### src/rtl/fp_to_linear.sv
`default_nettype none
// ============================================================================
// Module  : fp_to_linear
// Purpose : Expands an (S, E, F) float word to a DW-bit two's-complement value,
//           shifting one bit per cycle. Ready/valid handshakes on both sides.
// Revision: 1.0 - initial release
// ============================================================================
module fp_to_linear #(
  parameter int FW = 4,
  parameter int EW = 3,
  parameter int DW = 12
) (
  input  logic          clk,
  input  logic          rst,
  input  logic          in_valid,
  output logic          in_ready,
  input  logic          S,
  input  logic [EW-1:0] E,
  input  logic [FW-1:0] F,
  output logic          out_valid,
  input  logic          out_ready,
  output logic [DW-1:0] D,
  output logic          busy
);

  localparam logic [DW-1:0] c_d_one   = DW'(1);
  localparam logic [EW-1:0] c_cnt_one = EW'(1);

  typedef enum logic [1:0] {
    IDLE  = 2'd0,
    SHIFT = 2'd1,
    OUT   = 2'd2
  } state_t;

  state_t        r_state;
  logic [DW-1:0] r_mag;
  logic [EW-1:0] r_cnt;
  logic          r_sign;
  logic [DW-1:0] r_d;
  logic          r_out_valid;

  // Readiness depends only on registered state, never on in_valid.
  assign in_ready  = (r_state == IDLE) && !rst;
  assign out_valid = r_out_valid;
  assign D         = r_d;
  assign busy      = (r_state != IDLE);

  always_ff @(posedge clk or posedge rst) begin
    if (rst) begin
      r_state     <= IDLE;
      r_mag       <= '0;
      r_cnt       <= '0;
      r_sign      <= 1'b0;
      r_d         <= '0;
      r_out_valid <= 1'b0;
    end else begin
      case (r_state)
        IDLE: begin
          if (in_valid) begin
            r_sign  <= S;
            r_cnt   <= E;
            r_mag   <= {{(DW-FW){1'b0}}, F};
            r_state <= SHIFT;
          end
        end
        SHIFT: begin
          if (r_cnt != '0) begin
            r_mag <= r_mag << 1;
            r_cnt <= r_cnt - c_cnt_one;
          end else begin
            // Negating a zero magnitude yields zero, so no negative zero exists.
            r_d         <= r_sign ? (~r_mag + c_d_one) : r_mag;
            r_out_valid <= 1'b1;
            r_state     <= OUT;
          end
        end
        OUT: begin
          if (out_ready) begin
            r_out_valid <= 1'b0;
            r_state     <= IDLE;
          end
        end
        default: begin
          r_out_valid <= 1'b0;
          r_state     <= IDLE;
        end
      endcase
    end
  end

endmodule
`default_nettype wire

### config.mk
export PLATFORM = sky130hd
export DESIGN_NAME = fp_to_linear
export DESIGN_NICKNAME = d
export VERILOG_FILES = /design/src/rtl/fp_to_linear.sv
export SDC_FILE = /design/constraint.sdc
export NUM_CORES = 1
export LEC_CHECK = 0
export ABC_AREA = 1
export CAP_MARGIN = 20
export CORE_ASPECT_RATIO = 0.8
export CORE_UTILIZATION = 52
export DETAILED_ROUTE_END_ITERATION = 8
export PLACE_DENSITY_LB_ADDON = 0.12
export SYNTH_ARGS = -nofsm -noshare
export SYNTH_HDL_FRONTEND = slang
export SYNTH_SLANG_ARGS = --single-unit
### constraint.sdc
create_clock -name clk -period 1.9 [get_ports clk]
set_input_delay 0.57 -clock clk [delete_from_list [all_inputs] [get_ports clk]]
set_output_delay 0.57 -clock clk [all_outputs]
set_load 0.01 [all_outputs]
# Yosys cells after proc, flatten, opt, wreduce, memory -nomap -nowiden
# Index checks and enable logic that the tools add are counted.
[classes]
n_mux = 14
bitwise = 3
n_reduce_logical = 11
eq_ne = 6
addsub = 2
[op_table]
columns = ["cell", "n"]
rows = [
  ["12-bit two-way mux", 3],
  ["12-bit one-hot mux with 2 select lines", 1],
  ["12-bit by 1-bit adder with 12-bit output, second input constant", 1],
  ["12-bit inverter", 1],
  ["3-bit AND reduction", 3],
  ["2-bit inequality test, second input constant", 4],
  ["2-bit two-way mux", 3],
  ["3-bit two-way mux", 2],
  ["2-bit one-hot mux with 3 select lines", 1],
  ["3-bit one-hot mux with 2 select lines", 1],
  ["2-bit AND reduction", 2],
  ["2-bit nonzero test", 2],
  ["1-bit one-hot mux with 3 select lines", 1],
  ["3-bit nonzero test", 1],
  ["3-bit by 1-bit subtractor with 3-bit output, second input constant", 1],
  ["2-bit by 1-bit equality test with 1-bit output, second input constant", 1],
  ["2-bit equality test, second input constant", 1],
  ["2-bit zero test", 1],
  ["1-bit two-way mux", 2],
  ["1-bit inverter", 2],
  ["1-bit logical AND", 1],
  ["1-bit zero test", 1],
]
[totals]
in_bits = 12
out_inout_bits = 15
word_cells = 42
register_bits = 31

# Depth between registers and ports, before layout
[depth]
word_depth = 3
depth_mapped = 9
mapped_depth_nobuf = 9

# Least setup slack after synthesis
# No wires, ideal clock.
[synth_timing]
path_type = "register to register"
startpoint = "register r_cnt[0]"
endpoint = "register r_d[5] (netlist: D[5])"
path_slack_ps = 508
arrival_time_ps = 1275
stages_incl_launch_ff = 10
t_required_ps = 1783
setup_time_ps = 117
period_less_slack_ps = 1392
path_buffers = 1
cell_sequence = "dfrtp_1 inv_1 ha_1 ha_1 inv_1 nor2_8 inv_2 buf_6 nand2_1 nand2_1"
[synth_between]
elab_chain_len = 3
[synth_rtl]
columns = ["element", "line_no", "source"]
rows = [
  ["start, declared", "37", "logic [EW-1:0] r_cnt;"],
  ["start signal, assigned", "69", "r_cnt <= r_cnt - c_cnt_one;"],
  ["3-bit nonzero test", "67", "if (r_cnt != '0) begin"],
  ["1-bit inverter (no source line)", "n/a", ""],
  ["2-bit AND reduction (no source line)", "n/a", ""],
  ["end signal, assigned", "72", "r_d <= r_sign ? (~r_mag + c_d_one) : r_mag;"],
  ["end, declared", "39", "logic [DW-1:0] r_d;"],
]
# Every way passes these cells.
# A chain may end at the register's enable or synchronous reset.

# Worst setup path after layout
[layout_timing]
startpoint = "input port rst"
endpoint = "output port in_ready"
[layout_between]
elab_chain_len = 2
[layout_rtl]
columns = ["element", "line_no", "source"]
rows = [
  ["start, declared", "14", "input logic rst,"],
  ["1-bit zero test (no source line)", "n/a", ""],
  ["1-bit logical AND", "43", "assign in_ready = (r_state == IDLE) && !rst;"],
  ["end, declared", "16", "output logic in_ready,"],
]
# Every way passes these cells.

==> flow_summary.ini <==
[cts]
postCtsSetupBuffers = 0
cts_sinks = 31
clk_pin_slew_worst_paths_ps = 60
clk_latency_ps = 280
cts_buffer_depth = 2
numCtsBuffers = 5
cts-resized-gates = 5
cts_root_buffer = clkbuf_8
cts_tree = yes
htree_levels = 2
cts_hold_buf = 0

[route]
drc_errors = 0
viasPerCell = 5.15
vias = 1345
ant_nets = 0
avgRoutedWirePerCell_um = 12.9
first_pass_iters = 4
drtIter0Drc = 70
finalWirelength_mm = 3.37

[yosys]
synth_nets = 208
ys_seq_area_frac = 0.489
yosys_warnings = 0
syn_area_per_cell_um2 = 8.21
ys_types = 22
syn-instance-count = 193
synth_area_um2 = 1590
synth-seq-cells = 31

[floorplanning]
die_w_um = 63.7
core_area_um2 = 2830
io_pins = 27
die-area_um2 = 3270
die_height_um = 51.4
initial_core_util = 0.560
num_rows = 17

[sta]
skew_ps = 9.35
finalCriticalPeriod_ps = 1860
holdWs_ps = 484
report.final.hold_viol_count = 0
fmax_mhz = 539
tightest_slew_ps = 426
slew_viol_final = 0
setup_viol = 0
rsz0062_at_grt = no
maxSlewHeadroom = 0.716
fin_setup_tns_ps = 0
fin_crit_sh = 0.977

[global_route]
grt_start_max_net_pins = 32
grt_pass1_vias = 1287
overflow = 0
grt_pass1_wl_mm = 5.91
antenna_found_initial = 0
grtUsageTotal = 0.248

[placed_design]
port_buffers = 26
dp_hpwl_mm = 2.39
place.gp.congestion = 0.922

[power_and_ir_drop]
leakagePower_nw = 0.950
ir_worst_vdd_v = 0.00111
p_per_area_nw_per_um2 = 1870

[job]
cap_violations = 0

[final_layout]
final_common_cell = nand2_1
n_antenna_cell = 0
seqCellArea_um2 = 776
multiInputGateArea_um2 = 668
drive_above_1_share = 0.0852
final_cell_mix = nand2_1 (48), dfrtp_1 (31), nand3_1 (28)
filler_cell_count = 221
area_delta_synth_final_pct = 24.9
final_nets = 237

[setup_path]
path_max_fanout = 2
ff2ff_path_depth = 9
crit_type = primary input to primary output
endpoint_kind = primary output
cp_data_arrival_time_ps = 1290
required_ps = 1330
start_kind = primary input

[status]
status = completed

[worst_hold_path]
min_path_type = flop to flop
min_delay_path_depth = 2
state kept, by name, indices dropped and copies added, names as in the netlist:
name,flops
D,12
r_mag,12
r_state,2
out_valid,1
r_cnt,3
r_sign,1
cell usage after synthesis:
library cell  count  area [um2]
a21oi_1           2        10.0
nand4_1           1        6.26
nor2_2            1        6.26
nor2_1           13        48.8
xor2_1            3        26.3
dfrtp_1          31         776
or3_1             1        6.26
inv_1            22        82.6
ha_1              3        37.5
nor2_8            1        20.0
o21ai_2           2        17.5
a31oi_2           1        12.5
o211ai_1          4        30.0
nand3_1          28         140
inv_2             2        7.51
buf_2             2        10.0
buf_6             3        33.8
buf_4             1        7.51
nand2_1          48         180
o21ai_0          21         105
nand2_4           1        11.3
o21ai_1           2        10.0
final cells by class:
cell class              count  share of cell area
clock buffers               6              0.0417
clock inverters             2              0.0177
inverters                  24              0.0455
multi-input cells         132               0.337
flip-flops and latches     31               0.392
well taps                  38              0.0240
repair buffers             28               0.142
power breakdown:
group          switching, mW  internal, mW
sequential             0.227         0.943
clock                  0.236         0.424
combinational           1.11         0.770
total                   1.57          2.14
final timing paths:
path,from,end,slack (ps)
setup / recovery,rst,in_ready,40
hold / removal,D[11]$_DFFE_PP0P_,D[11]$_DFFE_PP0P_,480
setup reg to reg,r_cnt[0]$_DFFE_PP0P_,out_valid$_DFFE_PP0P_,340
hold reg to reg,D[11]$_DFFE_PP0P_,D[11]$_DFFE_PP0P_,480
max in group asynchronous,rst,r_mag[9]$_DFFE_PP0P_,900
min in group asynchronous,rst,r_state[0]$_DFFE_PP0P_,700
per-stage QoR:
| stage | utilization | instance area, um2 | cells | setup slack (ps) | total power [mW] |
|---|---|---|---|---|---|
| after global routing | 0.700 | 1980 | 261 | 6.53 | 4.03 |
| after detailed placement | 0.661 | 1870 | 253 | -393 | 3.05 |
| after global placement | 0.661 | 1870 | 253 | -293 | 2.96 |
| after floorplan | - | 1590 | 193 | 508 | 2.47 |
| after CTS | 0.700 | 1980 | 261 | 36.8 | 3.72 |
| final | 0.700 | 1980 | 261 | 44.5 | 3.71 |
critical path, cell delays in order:
cell,delay [ps]
clkdlybuf4s50_1,430
nor2_1,130
buf_2,150
per-layer routing:
metal,wire length [um],track usage
met1,1530,0.323
met2,1560,0.408
met3,222,0.0491
met4,54,0.102
met5,0,0
cell families (layout without fill, tap and decap cells):
group	Yosys count	after routing	share of synthesized area
and+or+nand+nor	94	94	0.264
AOI/OAI and AO/OA	32	32	0.117
DFF	31	31	0.489
buffers and inverters	30	60	0.0892
adders and majority gates	3	3	0.0237
xor gates and xnor gates	3	3	0.0166
(Power assumes the default switching activity.)
